**src/rtl/spi_slave_sync.sv**
```systemverilog
// spi_slave_sync: SPI responder running entirely on i_sys_clk.
// SCK, SS_n and MOSI are synchronised and edge-detected; there are no pin-clocked flops.
// Holds one TX holding buffer and one RX buffer between the pads and the host registers.
// Optional receive-overrun flag (o_ovr / i_ovr_clr) is built when SPI_SLV_OVR_EN is defined.
module spi_slave_sync #(
  parameter int unsigned       DATA_W      = 8,
  parameter int unsigned       SYNC_STAGES = 2,
  parameter logic [DATA_W-1:0] DEF_TX      = DATA_W'(8'hFF)
) (
  input  logic              i_sys_clk,
  input  logic              i_sys_rst,
  input  logic              i_spe,
  input  logic              i_cpol,
  input  logic              i_cpha,
  input  logic              i_lsbfe,
  input  logic [DATA_W-1:0] i_tx_data,
  input  logic              i_tx_valid,
  output logic              o_tx_ready,
  output logic [DATA_W-1:0] o_rx_data,
  output logic              o_rx_valid,
  input  logic              i_rx_ack,
  output logic              o_busy,
`ifdef SPI_SLV_OVR_EN
  output logic              o_ovr,
  input  logic              i_ovr_clr,
`endif
  input  logic              i_sck,
  input  logic              i_ss_n,
  input  logic              i_mosi,
  output logic              o_miso,
  output logic              o_miso_oe
);

  localparam int unsigned CNT_W = $clog2(DATA_W) + 1;

  typedef enum logic [1:0] {
    ST_IDLE  = 2'd0,
    ST_LOAD  = 2'd1,
    ST_SHIFT = 2'd2,
    ST_DONE  = 2'd3
  } state_t;

  state_t state_q;
  state_t state_d;

  logic [SYNC_STAGES-1:0] sck_sync;
  logic [SYNC_STAGES-1:0] ss_sync;
  logic [SYNC_STAGES-1:0] mosi_sync;
  logic                   sck_prev;
  logic                   ss_prev;

  logic sck_s;
  logic ss_s;
  logic mosi_s;
  logic sck_rise;
  logic sck_fall;
  logic ss_fall;
  logic lead_edge;
  logic trail_edge;
  logic sample_edge;
  logic shift_edge;
  logic abort;
  logic last_bit;

  logic              cpol_q;
  logic              cpha_q;
  logic              lsbfe_q;
  logic [DATA_W-1:0] tx_hold;
  logic [DATA_W-1:0] tx_sr;
  logic [DATA_W-1:0] rx_sr;
  logic [DATA_W-1:0] load_src;
  logic [CNT_W-1:0]  bit_cnt;

  assign sck_s  = sck_sync[SYNC_STAGES-1];
  assign ss_s   = ss_sync[SYNC_STAGES-1];
  assign mosi_s = mosi_sync[SYNC_STAGES-1];

  assign sck_rise = sck_s & ~sck_prev;
  assign sck_fall = ~sck_s & sck_prev;
  assign ss_fall  = ~ss_s & ss_prev;

  // Leading edge leaves the idle level latched at frame load
  assign lead_edge   = cpol_q ? sck_fall : sck_rise;
  assign trail_edge  = cpol_q ? sck_rise : sck_fall;
  assign sample_edge = cpha_q ? trail_edge : lead_edge;
  assign shift_edge  = cpha_q ? lead_edge : trail_edge;

  assign abort    = ~i_spe | ss_s;
  assign last_bit = (bit_cnt == CNT_W'(DATA_W - 1));

  // An empty holding buffer at load time returns the underrun pattern
  assign load_src = o_tx_ready ? DEF_TX : tx_hold;

  // Pin synchronisers; SS_n resets low so a select held across reset is not seen as a new fall
  always_ff @(posedge i_sys_clk or posedge i_sys_rst) begin
    if (i_sys_rst) begin
      sck_sync  <= '0;
      ss_sync   <= '0;
      mosi_sync <= '0;
      sck_prev  <= 1'b0;
      ss_prev   <= 1'b0;
    end else begin
      sck_sync  <= {sck_sync[SYNC_STAGES-2:0], i_sck};
      ss_sync   <= {ss_sync[SYNC_STAGES-2:0], i_ss_n};
      mosi_sync <= {mosi_sync[SYNC_STAGES-2:0], i_mosi};
      sck_prev  <= sck_s;
      ss_prev   <= ss_s;
    end
  end

  // State register
  always_ff @(posedge i_sys_clk or posedge i_sys_rst) begin
    if (i_sys_rst) begin
      state_q <= ST_IDLE;
    end else begin
      state_q <= state_d;
    end
  end

  // Next-state logic
  always_comb begin
    state_d = state_q;
    case (state_q)
      ST_IDLE: begin
        if (ss_fall && i_spe) begin
          state_d = ST_LOAD;
        end
      end
      ST_LOAD: begin
        state_d = ST_SHIFT;
      end
      ST_SHIFT: begin
        if (abort) begin
          state_d = ST_IDLE;
        end else if (sample_edge && last_bit) begin
          state_d = ST_DONE;
        end
      end
      ST_DONE: begin
        state_d = abort ? ST_IDLE : ST_LOAD;
      end
      default: begin
        state_d = ST_IDLE;
      end
    endcase
  end

  // TX holding buffer: emptied by frame load, filled by an accepted host write
  always_ff @(posedge i_sys_clk or posedge i_sys_rst) begin
    if (i_sys_rst) begin
      tx_hold    <= '0;
      o_tx_ready <= 1'b1;
    end else if ((state_q == ST_LOAD) && !o_tx_ready) begin
      o_tx_ready <= 1'b1;
    end else if (i_tx_valid && o_tx_ready) begin
      tx_hold    <= i_tx_data;
      o_tx_ready <= 1'b0;
    end
  end

  // Frame datapath: config latch, shift registers, bit count and MISO drive
  always_ff @(posedge i_sys_clk or posedge i_sys_rst) begin
    if (i_sys_rst) begin
      cpol_q    <= 1'b0;
      cpha_q    <= 1'b0;
      lsbfe_q   <= 1'b0;
      tx_sr     <= '0;
      rx_sr     <= '0;
      bit_cnt   <= '0;
      o_miso    <= 1'b0;
      o_miso_oe <= 1'b0;
    end else begin
      case (state_q)
        ST_LOAD: begin
          cpol_q    <= i_cpol;
          cpha_q    <= i_cpha;
          lsbfe_q   <= i_lsbfe;
          tx_sr     <= load_src;
          bit_cnt   <= '0;
          o_miso    <= i_lsbfe ? load_src[0] : load_src[DATA_W-1];
          o_miso_oe <= 1'b1;
        end
        ST_SHIFT: begin
          if (abort) begin
            bit_cnt   <= '0;
            o_miso    <= 1'b0;
            o_miso_oe <= 1'b0;
          end else begin
            if (sample_edge) begin
              rx_sr   <= lsbfe_q ? {mosi_s, rx_sr[DATA_W-1:1]}
                                 : {rx_sr[DATA_W-2:0], mosi_s};
              bit_cnt <= bit_cnt + CNT_W'(1);
            end
            // A shift edge before any sample belongs to the previous frame or presents bit 0
            if (shift_edge && (bit_cnt != '0)) begin
              if (lsbfe_q) begin
                tx_sr  <= tx_sr >> 1;
                o_miso <= tx_sr[1];
              end else begin
                tx_sr  <= tx_sr << 1;
                o_miso <= tx_sr[DATA_W-2];
              end
            end
          end
        end
        ST_DONE: begin
          if (state_d == ST_IDLE) begin
            bit_cnt   <= '0;
            o_miso    <= 1'b0;
            o_miso_oe <= 1'b0;
          end
        end
        default: begin
        end
      endcase
    end
  end

  // RX buffer: completed frame commits in DONE, host ack clears valid
  always_ff @(posedge i_sys_clk or posedge i_sys_rst) begin
    if (i_sys_rst) begin
      o_rx_data  <= '0;
      o_rx_valid <= 1'b0;
    end else if (state_q == ST_DONE) begin
`ifdef SPI_SLV_OVR_EN
      if (!o_rx_valid || i_rx_ack) begin
        o_rx_data  <= rx_sr;
        o_rx_valid <= 1'b1;
      end
`else
      o_rx_data  <= rx_sr;
      o_rx_valid <= 1'b1;
`endif
    end else if (i_rx_ack) begin
      o_rx_valid <= 1'b0;
    end
  end

`ifdef SPI_SLV_OVR_EN
  // Sticky overrun: a frame completing onto an unacknowledged byte; set beats clear
  always_ff @(posedge i_sys_clk or posedge i_sys_rst) begin
    if (i_sys_rst) begin
      o_ovr <= 1'b0;
    end else if ((state_q == ST_DONE) && o_rx_valid && !i_rx_ack) begin
      o_ovr <= 1'b1;
    end else if (i_ovr_clr) begin
      o_ovr <= 1'b0;
    end
  end
`endif

  // Busy mirrors the SHIFT state, registered
  always_ff @(posedge i_sys_clk or posedge i_sys_rst) begin
    if (i_sys_rst) begin
      o_busy <= 1'b0;
    end else begin
      o_busy <= (state_d == ST_SHIFT);
    end
  end

endmodule

```
**config.mk**
```make
export PLATFORM = sky130hd
export DESIGN_NAME = spi_slave_sync
export DESIGN_NICKNAME = d
export VERILOG_FILES = /design/src/rtl/spi_slave_sync.sv
export SDC_FILE = /design/constraint.sdc
export NUM_CORES = 1
export LEC_CHECK = 0
export CELL_PAD_IN_SITES_DETAIL_PLACEMENT = 1
export CELL_PAD_IN_SITES_GLOBAL_PLACEMENT = 1
export CORE_ASPECT_RATIO = 0.6
export CORE_MARGIN = 2
export CORE_UTILIZATION = 44
export CTS_CLUSTER_DIAMETER = 200
export DETAILED_ROUTE_END_ITERATION = 10
export HOLD_SLACK_MARGIN = 0.03
export PLACE_DENSITY = 0.84
export SYNTH_ARGS = -nofsm -noshare
export SYNTH_HDL_FRONTEND = slang
export SYNTH_SLANG_ARGS = --single-unit
```
**constraint.sdc**
```tcl
create_clock -name i_sys_clk -period 1.8 [get_ports i_sys_clk]
set_input_delay 0.36 -clock i_sys_clk [delete_from_list [all_inputs] [get_ports i_sys_clk]]
set_output_delay 0.36 -clock i_sys_clk [all_outputs]
set_load 0.03 [all_outputs]
```
==> summary.md, run 1 <==
| Metric | Value |
|---|---|
| Worst vdd ir | 756 uV |
| Initial antenna violation count | 0 |
| Initial core utilization | 0.466 |
| Top post-synthesis cells by area | dfrtp_1 55%, mux2_2 13%, mux2i_1 6.7% |
| P per Cell Area | 1260 mW/mm^2 |
| Row Count | 20 |
| Initial drt markers | 103 |
| Critical Path Source Type | input pin |
| Final ANT Viol Nets | 0 |
| Met1 global-route usage | 0.292 |
| Post-synth EDFFs | 0 |
| Hold path startpoint | mosi_sync[0] |
| DP Wirelength | 4070 um |
| DIE AREA | 0.00609 mm^2 |
| Layer with the highest usage | met2 |
| CTS Buf Count | 5 |
| N_diodes | 0 |
| Clock Sinks | 54 |
| Vias in the first global route | 1765 |
| Wirelength per Cell | 18.9 um |
| Worst path cell trace | clkdlybuf4s50_1 -> nor4bb_4 -> a31oi_4 -> buf_4 -> mux2_2 |
| Share of cells above drive strength 1 | 0.257 |
| Syn nets | 216 |
| Cell leakage power | 0.00132 uW |
| First drt pass iteration count | 4 |
| Synth-to-Final Area Change | 26.1% |
| DRC violations left | 0 |
| Final Hold Vio Count | 0 |
| Synth area leader | dfrtp_1 |
| CTS root buffer | clkbuf_8 |
| Worst-Margin Slew | 425 ps |
| RR Startpoint | cpha_q |
| Via density | 5.53 |
| Post-Route Skew | 3.40 ps |
| Post-synthesis cell area | 0.00240 mm^2 |
| Grt total ovfl | 0 |
| DIE WIDTH | 99.4 um |
| H-tree depth | 2 |
| Worst setup margin | 65.8 ps |
| Cell count after synthesis | 195 |
| WP buf/inv | 2 |
| Post-Place Cells | 296 |
| Status | finished, final reports clean |
| Clk buf depth | 2 |
| Worst setup path startpoint | i_spe |
| Gr usage total | 0.204 |
| First-pass GRT wire length | 9390 um |
| Met2 Use GR | 0.342 |
| Yosys Warn Count | 0 |
| WL final | 5800 um |
| Largest net degree at the start of global routing | 55 |
| Area of the core | 0.00515 mm^2 |
| Prevailing post-synth register cell | dfrtp_1 |
| Worst hold path type | flop to flop |
| Top Ports | 32 |
| Post-synth ARST share | 1.00 |
| Final setup viols | 0 |
| Slowest CP cell | clkdlybuf4s50_1 |
| Nets@finish | 261 |
| Critical Path Fanout Max | 4 |
| Sequential fraction of the synthesis area | 0.563 |
| Cell with the most instances after synthesis | dfrtp_1 |
| Crit path largest cell delay | 480 ps |
| Unique masters post-synth | 34 |
| Flops & latches, synth | 54 |
| Pre-CTS setup slack | -221 ps |
| Post-synth top area share | 0.552 |
| Worst Setup Path Type | input pin to flop |
| Pins Over Slew Limit | 0 |
| Clock latency on the worst-skew pair | 300 ps |
| Max_slew headroom | 0.716 |
| Clock Pin Slew Worst Setup and Hold Paths | 100 ps |
| Worst EP arrival | 1920 ps |
| GR Util met3 | 0.0386 |
| PortBufs | 31 |
| Hold slack | 358 ps |
| Fin crit period | 1730 ps |
| Fillers | 541 |
| Post-Layout Cell Count | 307 |
| Post-synth top cells | 53 x dfrtp_1, 27 x mux2_2, 16 x a21oi_1, 16 x mux2i_1 |
| Die height | 61.2 um |
| Hold-fix buffers, CTS | 0 |
| Critical Path End Type | flop |
| CTS tree | yes |
| Final period utilization | 0.963 |
| Via count | 1699 |
| Mean Syn Cell Area | 12.3 um^2 |
| Fmax achieved | 577 MHz |
| Worst Path Required | 1990 ps |
| CP delay by family, top | buffers and inverters |
| Max-cap violation count | 0 |
| GPL Wtd Cong | 0.798 |
## metrics by stage
stage          utilization  total power [uW]  cell area, um^2  setup TNS (ps)
3_3_place_gp         0.566              3070             2920           -1740
3_5_place_dp         0.566              3150             2920           -3130
2_1_floorplan            -              2650             2400               0
4_1_cts              0.585              3810             3020               0
5_1_grt              0.588              4040             3030           -7.07
6_report             0.588              3820             3030               0
## cells by family after synthesis
group | share of synthesized area
flops | 0.563
compound gates | 0.121
mux | 0.193
simple gates | 0.0760
buf+inv | 0.0297
fa+ha+maj | 0.0104
xor+xnor | 0.00677
## area by class of cell
type | count | area (um^2) | share of cell area
sequential | 54 | 1350 | 0.447
clock inverter | 2 | 13.8 | 0.00454
tap | 66 | 82.6 | 0.0273
timing repair buffer | 50 | 495 | 0.164
inverter | 5 | 18.8 | 0.00620
multi-input combinational | 124 | 993 | 0.328
clock buffer | 6 | 72.6 | 0.0240
## timing repair
item                       CTS  global route
buffers inserted             2             1
pin swaps                    1             1
setup endpoints to repair    2            10
resized for setup            1             2
## state kept, by name, summed over array words and instances (netlist names), 2 cells and up
register and flops:
bit_cnt 4, mosi_sync 2, o_rx_data 8, rx_sr 8
sck_sync 2, ss_sync 2, state_q 2, tx_hold 8
tx_sr 8
## layout by cell type (no fill, tap or decap), drive strengths merged, types with 2 or more instances in the layout
cell type	n
a21oi	16
a31oi	9
buf	19
clkbuf	6
clkdlybuf4s50	29
clkinv	2
dfrtp	53
ha	2
inv	5
mux2	27
mux2i	16
nand2	7
nand2b	6
nand3	5
nor2	3
nor2b	3
nor3	8
o211ai	2
o21a	2
o21ai	4
## where the power goes
group / leakage [uW] / total [uW] / switching, uW / internal [uW]
combinational: 0.000610 / 1290 / 622 / 666
clock: 0.0000452 / 663 / 387 / 276
sequential: 0.000669 / 1870 / 306 / 1560
total: 0.00132 / 3820 / 1320 / 2500
## layer usage
metal	wire [um]	up-vias
met3	191	2
li1	-	791
met5	0	-
met4	26	0
met1	2900	874
met2	2680	32
## worst paths after layout
kind | to | slack (ps) | depth (start not counted)
max | tx_sr[1] | 70 | 5
min | mosi_sync[1] | 360 | 0
max reg2reg | tx_sr[1] | 80 | 6
min reg2reg | mosi_sync[1] | 360 | 0
max in group asynchronous | o_tx_ready | 1080 | 3
min in group asynchronous | o_rx_data[7] | 420 | 3
Note: power is estimated with default switching activity, not from simulation.
==> run 2, diff against run 1 <==
--- a/config.mk
+++ b/config.mk
@@ -5,6 +5,7 @@
 export SDC_FILE = /design/constraint.sdc
 export NUM_CORES = 1
 export LEC_CHECK = 0
+export ABC_CLOCK_PERIOD_IN_PS = 1800
 export CELL_PAD_IN_SITES_DETAIL_PLACEMENT = 1
 export CELL_PAD_IN_SITES_GLOBAL_PLACEMENT = 1
 export CORE_ASPECT_RATIO = 0.6
@@ -13,6 +14,7 @@
 export CTS_CLUSTER_DIAMETER = 200
 export DETAILED_ROUTE_END_ITERATION = 10
 export HOLD_SLACK_MARGIN = 0.03
+export MAX_ROUTING_LAYER = met4
 export PLACE_DENSITY = 0.84
 export SYNTH_ARGS = -nofsm -noshare
 export SYNTH_HDL_FRONTEND = slang
==> run 2 against run 1 <==
  * Utilization fell by 0.073 points
  * Via count increased by 1.6%
  * Flip-flop and latch count unchanged
  * First-iteration DRC count increased by 32%
  * Critical path type unchanged
==> summary.md, run 2 (synthesized netlist as in run 1, its figures left out) <==
| Metric | Value |
|---|---|
| Reg2reg path depth | 6 (unchanged) |
| Initial antenna violation count | 0 (unchanged) |
| Worst r2r dst | tx_sr[1] |
| Final ANT Viol Nets | 0 (unchanged) |
| DP Area | 0.00292 mm^2 (unchanged) |
| Critical Path End Type | flop |
| Worst vdd ir | 757 uV (+0.18%) |
| Via density | 5.63 (+1.6%) |
| Post-Layout Cell Count | 307 (unchanged) |
| Die height | 61.2 um (unchanged) |
| Max-cap violation count | 0 (unchanged) |
| Gr usage total | 0.210 (+0.00646) |
| Util after Layout | 0.587 (-0.000728) |
| Vias in the first global route | 1765 (unchanged) |
| CTS root buffer | clkbuf_8 |
| H-tree depth | 2 (unchanged) |
| Grt total ovfl | 0 (unchanged) |
| Area of the core | 0.00515 mm^2 (unchanged) |
| Final setup viols | 0 (unchanged) |
| First-pass GRT wire length | 9360 um (-0.36%) |
| CTS tree | yes |
| Fin crit period | 1740 ps (+2.55 ps) |
| Clock latency on the worst-skew pair | 300 ps (about the same) |
| DRC violations left | 0 (unchanged) |
| Initial core utilization | 0.466 (unchanged) |
| RR Startpoint | cpha_q |
| Worst hold path endpoint | mosi_sync[1] |
| Row Count | 20 (unchanged) |
| Initial drt markers | 136 (+32%) |
| Critical Path Source Type | input pin |
| Clock Pin Slew Worst Setup and Hold Paths | 90 ps (about the same) |
| Cell leakage power | 0.00132 uW (about the same) |
| Final period utilization | 0.965 (+0.00141) |
| Fillers | 537 (-0.74%) |
| Post-Route Skew | 2.41 ps (-0.994 ps) |
| DP Wirelength | 4070 um (unchanged) |
| Final instance area | 0.00303 mm^2 (-0.12%) |
| Share of cells above drive strength 1 | 0.257 (unchanged) |
| Post-layout total power | 3830 uW (+0.23%) |
| Worst path cell trace | clkdlybuf4s50_1 -> nor4bb_4 -> buf_4 -> nand2b_1 -> o211ai_1 -> o2bb2ai_1 |
| Slowest CP cell | clkdlybuf4s50_1 |
| Hold slack | 358 ps (-0.0990 ps) |
| Clk buf depth | 2 (unchanged) |
| N_diodes | 0 (unchanged) |
| CTS Buf Count | 5 (unchanged) |
| DIE WIDTH | 99.4 um (unchanged) |
| Top Ports | 32 (unchanged) |
| Post-Place Cells | 296 (unchanged) |
| Synth-to-Final Area Change | 25.9% |
| Hold path startpoint | mosi_sync[0] |
| Most frequent cells in the layout | 53 x dfrtp_1, 29 x clkdlybuf4s50_1, 27 x mux2_2 |
| Max_slew headroom | 0.701 (-0.0151) |
| Via count | 1727 (+1.6%) |
| Hold Crit Depth | 0 (unchanged) |
| Nets@finish | 261 (unchanged) |
| Pins Over Slew Limit | 0 (unchanged) |
| Worst Path Required | 2020 ps (+30 ps) |
| DIE AREA | 0.00609 mm^2 (unchanged) |
| Most common cell after layout, fill and taps aside | dfrtp_1 |
| P per Cell Area | 1260 mW/mm^2 (+0.35%) |
| Worst-Margin Slew | 448 ps (+23.2 ps) |
| Largest net degree at the start of global routing | 55 (unchanged) |
| R2R setup slack | 80 ps (about the same) |
| Worst EP arrival | 1960 ps (+40 ps) |
| Final Hold Vio Count | 0 (unchanged) |
| Worst hold path type | flop to flop |
| CP delay by family, top | buffers and inverters |
| Crit path largest cell delay | 480 ps (about the same) |
| Clock Sinks | 54 (unchanged) |
| First drt pass iteration count | 4 (unchanged) |
| Critical Path Fanout Max | 22 (+18) |
| Worst Setup Path Type | input pin to flop |
| GPL Wtd Cong | 0.809 (+1.4%) |
| PortBufs | 31 (unchanged) |
| RSZ-0062 raised after global routing | false |
| WP buf/inv | 2 (unchanged) |
| Wirelength per Cell | 19.0 um (+0.62%) |
| Status | finished, final reports clean |
| WL final | 5830 um (+0.62%) |
| Fmax achieved | 576 MHz (-0.15%) |
[run 2: cell counts in the layout (fill, tap and decap cells not counted)]
Identical to the previous run, type by type.
[run 2: worst max-delay path by stage]
stage	start	slack, ps	cells past startpoint	endpoint
2_1_floorplan	i_sys_rst	130	1	bit_cnt[0]
3_3_place_gp	i_spe	-130	6	bit_cnt[2]
3_5_place_dp	i_spe	-220	6	bit_cnt[2]
4_1_cts	cpol_q	40	6	tx_sr[1]
5_1_grt	i_spe	0.7	6	bit_cnt[2]
6_report	i_spe	60	6	bit_cnt[2]
[run 2: routing by layer]
layer  vias to the layer above  part of all wire  global-route usage
li1                        791                 -                   -
met1                       885              0.50               0.291
met2                        47              0.45               0.342
met3                         4             0.044              0.0386
met4                         0            0.0075              0.0254
met5                         -                 0                   -
[run 2: through the flow]
step,TNS [ps],setup slack [ps]
4_1_cts,0,42.8
3_3_place_gp,-1740,-131
2_1_floorplan,0,127
3_5_place_dp,-3130,-221
5_1_grt,0,0.665
6_report,0,63.3
[run 2: power breakdown]
group | switching (uW) | internal [uW]
clock | 387 | 276
combinational | 626 | 666
sequential | 312 | 1560
total | 1320 | 2500
[run 2: layout make-up]
type | instances | area (um^2) | area share
multi-input combinational | 124 | 993 | 0.328
clock inverter | 2 | 13.8 | 0.00455
tap | 66 | 82.6 | 0.0273
sequential | 54 | 1350 | 0.447
inverter | 5 | 18.8 | 0.00620
timing repair buffer | 50 | 492 | 0.163
clock buffer | 6 | 72.6 | 0.0240
[run 2: worst reg2reg max path, cell delays in order (launching register included)]
cell     delay (ps)
dfrtp_1         420
xor2_2          200
mux2i_1         140
buf_4           160
a31oi_4         190
buf_4           170
mux2_2          340
[run 2: what timing repair did]
item	CTS	global route
gates resized for setup	1	1
setup buffers	2	1
hold buffers	0	0
pin swaps	1	1
cloned	0	0
endpoints found under the setup margin	2	9
endpoints found under the hold margin	0	0
